`src/rtl/top_level_pkg.sv`:
```
// ============================================================================
// top_level_pkg: shared constants, state encoding, tap table and LFSR step
// Rev 1.0
// ============================================================================
`default_nettype none

package top_level_pkg;

    localparam int MSG_BASE = 64;
    localparam int MSG_LEN  = 64;
    localparam int CHK_LEN  = 9;
    localparam int NUM_PTRN = 9;

    typedef enum logic [2:0] {
        IDLE    = 3'd0,
        SEARCH  = 3'd1,
        DECRYPT = 3'd2,
        PAD     = 3'd3,
        DONE    = 3'd4
    } state_t;

    // Candidate feedback tap patterns, searched in index order
    function automatic logic [6:0] ptrn_tap(input logic [3:0] idx);
        case (idx)
            4'd0:    return 7'h60;
            4'd1:    return 7'h48;
            4'd2:    return 7'h78;
            4'd3:    return 7'h72;
            4'd4:    return 7'h6A;
            4'd5:    return 7'h69;
            4'd6:    return 7'h5C;
            4'd7:    return 7'h7E;
            4'd8:    return 7'h7B;
            default: return 7'h60;
        endcase
    endfunction

    function automatic logic [6:0] lfsr_next(input logic [6:0] s, input logic [6:0] taps);
        return {s[5:0], ^(s & taps)};
    endfunction

endpackage

`default_nettype wire

```
`src/rtl/top_level_data_mem.sv`:
```
// ============================================================================
// data_mem: 256x8 memory, combinational read, synchronous write, no reset
// Rev 1.0
// ============================================================================
`default_nettype none

module data_mem (
    input  logic       clk,
    input  logic       we_i,
    input  logic [7:0] waddr_i,
    input  logic [7:0] wdata_i,
    input  logic [7:0] raddr_i,
    output logic [7:0] rdata_o
);

    logic [7:0] core [0:255];

    always_ff @(posedge clk) begin
        if (we_i) begin
            core[waddr_i] <= wdata_i;
        end
    end

    assign rdata_o = core[raddr_i];

endmodule

`default_nettype wire

```
`src/rtl/top_level.sv`:
```
// ============================================================================
// top_level: LFSR message decryption engine (tap search, decrypt, de-pad)
// Rev 1.0
// ============================================================================
`default_nettype none

module top_level
    import top_level_pkg::*;
(
    input  logic clk,
    input  logic init,
    input  logic req,
    output logic ack
);

    state_t     state_q, state_d;
    logic       armed_q, armed_d;
    logic [3:0] k_q,     k_d;
    logic [3:0] j_q,     j_d;
    logic [6:0] cur_q,   cur_d;
    logic [6:0] base_q,  base_d;
    logic [3:0] ptrn_q,  ptrn_d;
    logic [6:0] lfsr_q,  lfsr_d;
    logic [5:0] i_q,     i_d;
    logic [6:0] wptr_q,  wptr_d;
    logic       skip_q,  skip_d;

    logic [7:0] w_rd_addr;
    logic [7:0] w_rd_data;
    logic [6:0] w_rd7;
    logic       w_unused_msb;
    logic       w_we;
    logic [7:0] w_wr_addr;
    logic [7:0] w_wr_data;
    logic [6:0] w_cur;
    logic       w_match;
    logic [6:0] w_plain;
    logic       w_keep;

    data_mem DM (
        .clk     (clk),
        .we_i    (w_we),
        .waddr_i (w_wr_addr),
        .wdata_i (w_wr_data),
        .raddr_i (w_rd_addr),
        .rdata_o (w_rd_data)
    );

    assign {w_unused_msb, w_rd7} = w_rd_data;

    // First step of every candidate starts from the latched preamble byte 0
    assign w_cur   = (j_q == 4'd1) ? base_q : cur_q;
    assign w_match = (lfsr_next(w_cur, ptrn_tap(k_q)) == w_rd7);
    assign w_plain = w_rd7 ^ lfsr_q;
    assign w_keep  = !(skip_q && (w_plain == 7'd0));

    always_ff @(posedge clk) begin
        if (!init) begin
            state_q <= IDLE;
            armed_q <= 1'b0;
            k_q     <= 4'd0;
            j_q     <= 4'd0;
            cur_q   <= 7'd0;
            base_q  <= 7'd0;
            ptrn_q  <= 4'd0;
            lfsr_q  <= 7'd0;
            i_q     <= 6'd0;
            wptr_q  <= 7'd0;
            skip_q  <= 1'b0;
        end else begin
            state_q <= state_d;
            armed_q <= armed_d;
            k_q     <= k_d;
            j_q     <= j_d;
            cur_q   <= cur_d;
            base_q  <= base_d;
            ptrn_q  <= ptrn_d;
            lfsr_q  <= lfsr_d;
            i_q     <= i_d;
            wptr_q  <= wptr_d;
            skip_q  <= skip_d;
        end
    end

    always_comb begin
        state_d = state_q;
        armed_d = armed_q;
        k_d     = k_q;
        j_d     = j_q;
        cur_d   = cur_q;
        base_d  = base_q;
        ptrn_d  = ptrn_q;
        lfsr_d  = lfsr_q;
        i_d     = i_q;
        wptr_d  = wptr_q;
        skip_d  = skip_q;
        case (state_q)
            IDLE: begin
                base_d = w_rd7;
                if (req) begin
                    armed_d = 1'b1;
                end else if (armed_q) begin
                    armed_d = 1'b0;
                    k_d     = 4'd0;
                    j_d     = 4'd1;
                    i_d     = 6'd0;
                    wptr_d  = 7'd0;
                    skip_d  = 1'b1;
                    state_d = SEARCH;
                end
            end
            SEARCH: begin
                if (w_match) begin
                    if (j_q == 4'(CHK_LEN)) begin
                        ptrn_d  = k_q;
                        lfsr_d  = base_q;
                        state_d = DECRYPT;
                    end else begin
                        cur_d = w_rd7;
                        j_d   = j_q + 4'd1;
                    end
                end else if (k_q == 4'(NUM_PTRN - 1)) begin
                    ptrn_d  = 4'd0;
                    lfsr_d  = base_q;
                    state_d = DECRYPT;
                end else begin
                    k_d = k_q + 4'd1;
                    j_d = 4'd1;
                end
            end
            DECRYPT: begin
                lfsr_d = lfsr_next(lfsr_q, ptrn_tap(ptrn_q));
                i_d    = i_q + 6'd1;
                if (w_keep) begin
                    skip_d = 1'b0;
                    wptr_d = wptr_q + 7'd1;
                end
                if (i_q == 6'(MSG_LEN - 1)) begin
                    state_d = PAD;
                end
            end
            PAD: begin
                if (wptr_q == 7'(MSG_LEN)) begin
                    state_d = DONE;
                end else begin
                    wptr_d = wptr_q + 7'd1;
                    if (wptr_q == 7'(MSG_LEN - 1)) begin
                        state_d = DONE;
                    end
                end
            end
            DONE: begin
                if (req) begin
                    armed_d = 1'b1;
                    state_d = IDLE;
                end
            end
            default: state_d = IDLE;
        endcase
    end

    always_comb begin
        ack       = 1'b0;
        w_rd_addr = 8'(MSG_BASE);
        w_we      = 1'b0;
        w_wr_addr = {1'b0, wptr_q};
        w_wr_data = 8'h00;
        case (state_q)
            SEARCH:  w_rd_addr = 8'(MSG_BASE) + {4'b0000, j_q};
            DECRYPT: begin
                w_rd_addr = 8'(MSG_BASE) + {2'b00, i_q};
                w_we      = w_keep;
                w_wr_data = {1'b0, w_plain};
            end
            PAD:     w_we = (wptr_q != 7'(MSG_LEN));
            DONE:    ack  = 1'b1;
            default: ;
        endcase
    end

endmodule

`default_nettype wire

```
`config.mk`:
```
export PLATFORM = sky130hd
export DESIGN_NAME = top_level
export DESIGN_NICKNAME = d
export VERILOG_FILES = /design/src/rtl/top_level_pkg.sv /design/src/rtl/top_level_data_mem.sv /design/src/rtl/top_level.sv
export SDC_FILE = /design/constraint.sdc
export NUM_CORES = 1
export LEC_CHECK = 0
export ABC_CLOCK_PERIOD_IN_PS = 6000
export CELL_PAD_IN_SITES_DETAIL_PLACEMENT = 0
export CELL_PAD_IN_SITES_GLOBAL_PLACEMENT = 1
export CORE_AREA = 2 2 215 217
export CTS_BUF_LIST = sky130_fd_sc_hd__clkbuf_2
export CTS_CLUSTER_DIAMETER = 60
export DETAILED_ROUTE_END_ITERATION = 12
export DIE_AREA = 0 0 217 219
export GPL_TIMING_DRIVEN = 0
export HOLD_SLACK_MARGIN = 0.12
export PLACE_DENSITY_LB_ADDON = 0.1
export SETUP_SLACK_MARGIN = 0.4
export SLEW_MARGIN = 40
export SYNTH_ARGS = -nofsm -noshare
export SYNTH_HDL_FRONTEND = slang
export SYNTH_SLANG_ARGS = --single-unit
```
`constraint.sdc`:
```
create_clock -name clk -period 6 [get_ports clk]
set_input_delay 0.9 -clock clk [delete_from_list [all_inputs] [get_ports clk]]
set_output_delay 0.9 -clock clk [all_outputs]
set_load 0.01 [all_outputs]
```
==> impl_metrics.tcl, run 1 <==
set metrics [dict create \
    synth_warnings 0 \
    worstMarginPinSlew_ns 0.926 \
    muxShareOfSynthArea_pct 6.23 \
    cts_tree "done" \
    area_growth_pct 13.2 \
    cts_made_buffers 132 \
    drt_iter0_drc 2010 \
    synth_adder_area_share_pct 0.951 \
    worstPathCellList "buf_2, nand4bb_1, nand2_4, buf_4, buf_4, clkbuf_4, a211oi_1, a31oi_1, o22ai_1, nor4_2, a21o_2, xnor2_1, nand4_1, o31ai_4, nand2b_1, buf_2, nand2_2, buf_4, nor2_2" \
    grtUsageMet1_pct 43.4 \
    cellPowerDensity_mw_per_mm2 270 \
    grt.overflow.total 0 \
    drtAntennaViolNets 0 \
    holdBufCountCts 0 \
    grt_pass1_vias 15200 \
    ys_types 90 \
    htreeDepth 4 \
    routedWlPerCell_um 29.3 \
    grt_max_degree 34 \
    synth-simple-area-share_pct 11.7 \
    critPathSlowestCell "nor2_2" \
    cts.sinks 511 \
    crit_top_cell "buf_4" \
    num_vias 15900 \
    reg2reg_slack_ns 0.38 \
    leakage_nw 9.07 \
    routabilityCongestion 0.940 \
    clock_latency_ns 1.34 \
    grt_use_met3_pct 9.80 \
    cap_violations 0 \
    synth_top_family_by_area "simple AND/OR/NAND/NOR gates" \
    clockBufferDepth 3 \
    end_kind "flip-flop" \
    core-area_mm2 0.0451 \
    cts.clk_slew.worst_paths_ns 0.12 \
    worstPathArrival_ns 6.51 \
    peakVddDrop_mv 0.210 \
    gr-usage-met2_pct 46.5 \
    place_ws_ns -0.414 \
    maxSlewViolCount 0 \
    clock_skew_ns 0.101 \
    relSlewSlack_pct 38.3 \
    antenna_found_initial 1 \
    io_pins 4 \
    die_area_mm2 0.0475 \
    postSynth.asyncResetShare_pct 0 \
    synth_cells 1678 \
    cts_root_buffer "clkbuf_2" \
    synth-compound-area-share_pct 10.5 \
    crit_type "reg -> reg" \
    synth-seq-area-share_pct 65.8 \
    outcome "completed" \
    grt_busiest_layer "met2" \
    synth_nets 1698 \
    finalSetupViolations 0 \
    synthDominantCellAreaShare_pct 60.1 \
    synth_seq_cells 511 \
    dr.pass1.iters 5 \
    fin_crit_ns 5.62 \
    rsz0062_at_grt "true" \
    grt_use_total_pct 31.8 \
    io_buffers 3 \
    dp_hpwl_mm 51.3 \
    ys.flop_type "edfxtp_1" \
    critPathLaunchType "flip-flop" \
    route.detailed.drc 0 \
    slowest_delay_ns 0.56 \
    yosysTopAreaCell "edfxtp_1" \
    final_nets 1857 \
    required_ns 6.89 \
    synthXorXnorAreaFrac_pct 1.80 \
    grt_pass1_wl_mm 105 \
    syn-cell-area_mm2 0.0224 \
    wirelength_mm 74.3 \
    die_w_um 217 \
    place_area_mm2 0.0236 \
    fp.dieH_um 219 \
    fin_crit_sh_pct 93.7 \
    drive_gt1_share_pct 22.8 \
    fillCellCount 3814 \
    fin_area_mm2 0.0253 \
    yosys-top-cells-area "edfxtp_1 60%, mux2i_1 5.7%, dfxtp_1 5.6%" \
    synth_edf_count 448 \
    row_count 78 \
    routed_via_density 6.26 \
    path_max_fanout 10 \
    synth_area_per_cell_um2 13.3 \
    hold_class "in -> reg" \
    max_freq_ghz 0.178 \
    timing.final.ws_setup_ns 0.379 \
    start_util_pct 49.6 \
    hold_viol 0 \
]
==> report_power, final <==
part | internal, W | leakage, nW | switching (W) | total (W)
registers | 0.00384 | 5.10 | 0.0000234 | 0.00386
clock network | 0.00106 | 0.939 | 0.00146 | 0.00252
logic | 0.000152 | 3.04 | 0.000310 | 0.000462
==> area by class of cell <==
| type | instances | area [um2] | area share (%) |
|---|---|---|---|
| diodes | 1 | 2.50 | 0.00988 |
| clock inverters | 43 | 303 | 1.20 |
| plain buffers | 99 | 631 | 2.49 |
| inverters | 24 | 90.1 | 0.356 |
| repair buffers | 25 | 358 | 1.41 |
| clock buffers | 189 | 946 | 3.74 |
| well taps | 600 | 751 | 2.96 |
| multi-input cells | 1044 | 7530 | 29.7 |
| flip-flops and latches | 511 | 14700 | 58.1 |
==> path summary, 6_finish.rpt <==
kind                from             end  cells after the start
setup / recovery  i_q[0]  DM.core[72][6]                     19
hold / removal       req         armed_q                      3
setup reg to reg  i_q[0]  DM.core[72][6]                     19
hold reg to reg   skip_q          skip_q                      2
==> worst max-delay path: cells and delay by family, from the launching register on <==
kind	cells	cell delay, ns
compound gates	5	1.00
xor+xnor	1	0.15
buf+inv	6	1.66
flops	1	0.36
simple gates	7	2.01
==> placed cells by master (no fill, tap or decap), drive strengths merged, types with 21 or more instances in the layout <==
cell,count
xnor2,28
nand3,31
a2111oi,21
clkbuf,223
nor2,136
o21ai,33
edfxtp,448
and3,51
a21oi,50
a31oi,21
a211oi,68
dfxtp,63
clkinv,33
nand2,174
inv,28
mux2i,128
nor3,27
buf,87
o22ai,49
a22oi,21
==> state kept, by name (all words and copies together), names as in the netlist, named ones only <==
| signal | flops |
|---|---|
| DM.core | 448 |
| base_q | 7 |
| cur_q | 7 |
| lfsr_q | 7 |
| wptr_q | 7 |
| i_q | 6 |
| j_q | 4 |
| k_q | 4 |
| ptrn_q | 4 |
| state_q | 3 |
| armed_q | 1 |
| skip_q | 1 |
==> repair_timing <==
action                     4_1_cts  5_1_grt
setup buffers                    0        1
setup endpoints to repair      452      430
pin swaps                        0        6
resized for setup               55       54
==> cells in the mapped netlist (5+ instances only) <==
cell / n
nand2_1: 170
o211ai_1: 6
nand3b_1: 5
or4_1: 17
o22ai_1: 49
a221oi_1: 6
o21ai_0: 23
edfxtp_1: 448
a211oi_1: 66
mux2_2: 7
or3_1: 7
nor3_1: 26
clkbuf_1: 28
xnor2_1: 28
a31oi_1: 20
nor3b_1: 7
xor2_1: 18
a22oi_1: 21
o31ai_1: 6
buf_4: 16
dfxtp_1: 63
o221ai_1: 5
nand2b_1: 9
buf_6: 13
nand4bb_1: 5
nand3_1: 29
ha_1: 17
nor4_1: 11
and2_1: 6
and3_1: 51
inv_1: 22
buf_2: 38
a21oi_1: 49
nor2_1: 133
mux2i_1: 128
o21ai_2: 6
a2111oi_0: 18
a22o_1: 6
nor2b_1: 9
==> cells by family after synthesis <==
family,Yosys count
muxes,138
AOI/OAI and AO/OA,327
xor gates and xnor gates,46
buffers and inverters,123
adders and majority gates,17
DFF,511
and+or+nand+nor,516
==> routing by layer <==
metal | share of wire [%] | wire length (um)
met5 | 0.14 | 103
met4 | 4.2 | 3130
met3 | 11 | 8360
met2 | 44 | 32500
met1 | 41 | 30200
==> per-stage QoR <==
step	instances	total power, W	util (%)	setup TNS [ns]	hold slack, ns
3_5_place_dp	2302	0.00439	52.4	-56.27	0.462
6_report	2536	0.00685	56.2	0	0.363
5_1_grt	2536	0.00708	56.2	0	0.277
2_1_floorplan	1678	0.00423	-	0	0.437
3_3_place_gp	2281	0.00437	51.4	-672.46	0.450
4_1_cts	2534	0.00685	55.6	0	0.217
(Power assumes the default switching activity.)
==> inputs of run 2 (changes only) <==
CORE_AREA = 2 2 303 305   (was 2 2 215 217)
DIE_AREA = 0 0 305 307   (was 0 0 217 219)
==> run 2 against run 1 <==
Sequential power barely moved. Sequential share of layout area down 3.6 points. Register-to-register slack better by 0.17 ns. Clock skew grew 0.014 ns. First-iteration DRC count decreased by 31%. Cell count grew 26%. Clock-buffer cell count up 24. Maximum frequency increased by 3.1%. Critical endpoint is now DM.core[106][6]. Highest routed layer is now met4.
==> impl_metrics.tcl, run 2 (synthesized netlist as in run 1, its figures left out) <==
set metrics [dict create \
    peakVddDrop_mv 0.104 \
    clockBufferDepth 3 \
    route.detailed.drc 0 \
    fin_crit_ns 5.45 \
    die_area_mm2 0.0936 \
    reg2reg_slack_ns 0.55 \
    relSlewSlack_pct 36.5 \
    hold_class "reg -> reg" \
    start_util_pct 24.7 \
    cts.clk_slew.worst_paths_ns 0.11 \
    dr_wl_met2_mm 43.3 \
    cap_violations 0 \
    dp_hpwl_mm 65.3 \
    hold_viol 0 \
    p_seq_share_pct 54.1 \
    required_ns 7.07 \
    wl_met1_mm 43.7 \
    worstPathArrival_ns 6.52 \
    pwr-share-comb_pct 7.2 \
    stdcell_count 3191 \
    routabilityCongestion 0.828 \
    antenna_found_initial 3 \
    row_count 111 \
    intPower_w 0.00511 \
    grt_max_degree 34 \
    area_growth_pct 20.7 \
    drt_iter0_drc 1393 \
    io_buffers 3 \
    switchingPower_w 0.00204 \
    final_nets 1902 \
    leakage_nw 9.43 \
    cellPowerDensity_mw_per_mm2 265 \
    dp_cells 2896 \
    top_layer "met4" \
    max_freq_ghz 0.183 \
    cts_tree "done" \
    cts_root_buffer "clkbuf_2" \
    outcome "completed" \
    routed_via_density 4.97 \
    finalSetupViolations 0 \
    io_pins 4 \
    path_max_fanout 10 \
    crit_type "reg -> reg" \
    die_w_um 305 \
    rsz0062_at_grt "false" \
    critPathLaunchType "flip-flop" \
    largest_reg_flops 448 \
    place_ws_ns -0.910 \
    layout_common_cells "448 x edfxtp_1, 224 x clkbuf_2, 166 x nand2_1, 125 x mux2i_1, 69 x nor2_1" \
    end_kind "flip-flop" \
    wl_met3_mm 4.61 \
    clock_skew_ns 0.115 \
    multi_input_area_mm2 0.00779 \
    num_vias 15800 \
    maxSlewViolCount 0 \
    p_sw_share_pct 28.5 \
    fp.dieH_um 307 \
    grt_pass1_wl_mm 130 \
    worstMarginPinSlew_ns 0.953 \
    fin_crit_sh_pct 90.8 \
    wirelength_mm 94.0 \
    fillCellCount 9250 \
    fin_setup_tns_ns 0 \
    routedWlPerCell_um 29.5 \
    regArea_mm2 0.0147 \
    cts.sinks 511 \
    htreeDepth 4 \
    top_register "DM.core" \
    clkPwrFrac_pct 38.7 \
    core-area_mm2 0.0907 \
    drive_gt1_share_pct 27.0 \
    drtAntennaViolNets 0 \
    grt.overflow.total 0 \
    dr.pass1.iters 7 \
    cts_made_buffers 153 \
    clock_latency_ns 1.41 \
    postLayoutCoreUtil_pct 29.8 \
    timing.final.ws_setup_ns 0.549 \
    grt_use_total_pct 20.1 \
    final_common_cell "edfxtp_1" \
    grt_pass1_vias 15800 \
]
run 2: cell count changes in the layout (fill, tap and decap cells not counted), moves of 6 or more:
cell,change
buf_2,-13
clkbuf_2,+28
nor2_4,+13
buf_12,+8
buf_4,+14
nor2_2,-10
buf_6,+16
a31oi_1,-7
buf_16,+7
clkinv_1,+7
a31oi_2,+7
clkbuf_1,-6
run 2: what timing repair did:
| item | in CTS | in global routing |
|---|---|---|
| hold buffers | 1 | 0 |
| setup buffers | 9 | 7 |
| pin swaps | 11 | 12 |
| setup endpoints to repair | 473 | 442 |
| endpoints found under the hold margin | 1 | 0 |
| gates resized for setup | 123 | 52 |
run 2: power by group through the flow:
stage	clock, W	combinational [W]	sequential (W)
6_report	0.00277	0.000515	0.00387
5_1_grt	0.00305	0.000551	0.00387
4_1_cts	0.00287	0.000509	0.00387
3_5_place_dp	0	0.000493	0.00395
3_3_place_gp	0	0.000477	0.00395
2_1_floorplan	0	0.000292	0.00394
run 2: per-layer routing:
metal | GRT usage (%) | up-vias
li1 | - | 6973
met1 | 27.8 | 8228
met2 | 31.9 | 509
met3 | 3.66 | 134
met4 | 6.29 | 0
met5 | 0 | -
run 2: layout make-up:
class / count / area share [%]
antenna: 5 / 0.0463
buffer: 99 / 2.71
clock buffer: 213 / 3.95
clock inverter: 60 / 1.33
inverter: 24 / 0.334
multi-input combinational: 1044 / 28.9
sequential: 511 / 54.5
tap: 1186 / 5.50
timing repair buffer: 49 / 2.79
run 2: critical path: stages (launching register included):
cell,delay (ns)
dfxtp_1,0.36
buf_2,0.19
and4bb_4,0.30
nor2_4,0.24
buf_6,0.28
buf_6,0.25
clkbuf_4,0.35
nand2_1,0.12
a31oi_2,0.33
o22ai_1,0.14
nor4_2,0.44
a21o_2,0.31
xnor2_2,0.18
nand4_1,0.22
o31ai_4,0.35
nand2b_1,0.08
clkbuf_4,0.23
nand4b_4,0.22
buf_6,0.27
nor2_4,0.07
buf_12,0.16
run 2: path summary, 6_finish.rpt:
path	from	cells after the start	to
setup reg to reg	state_q[2]	20	DM.core[106][6]
hold reg to reg	skip_q	2	skip_q
setup / recovery	state_q[2]	20	DM.core[106][6]
hold / removal	skip_q	2	skip_q
run 2: stage by stage:
step                total power (W)  cell area [um2]  hold WS, ns
floorplan                   0.00423            22400        0.437
global placement            0.00443            23900        0.453
detailed placement          0.00444            24600        0.466
CTS                         0.00725            26700        0.341
global route                0.00747            27000        0.425
finish                      0.00715            27000        0.474
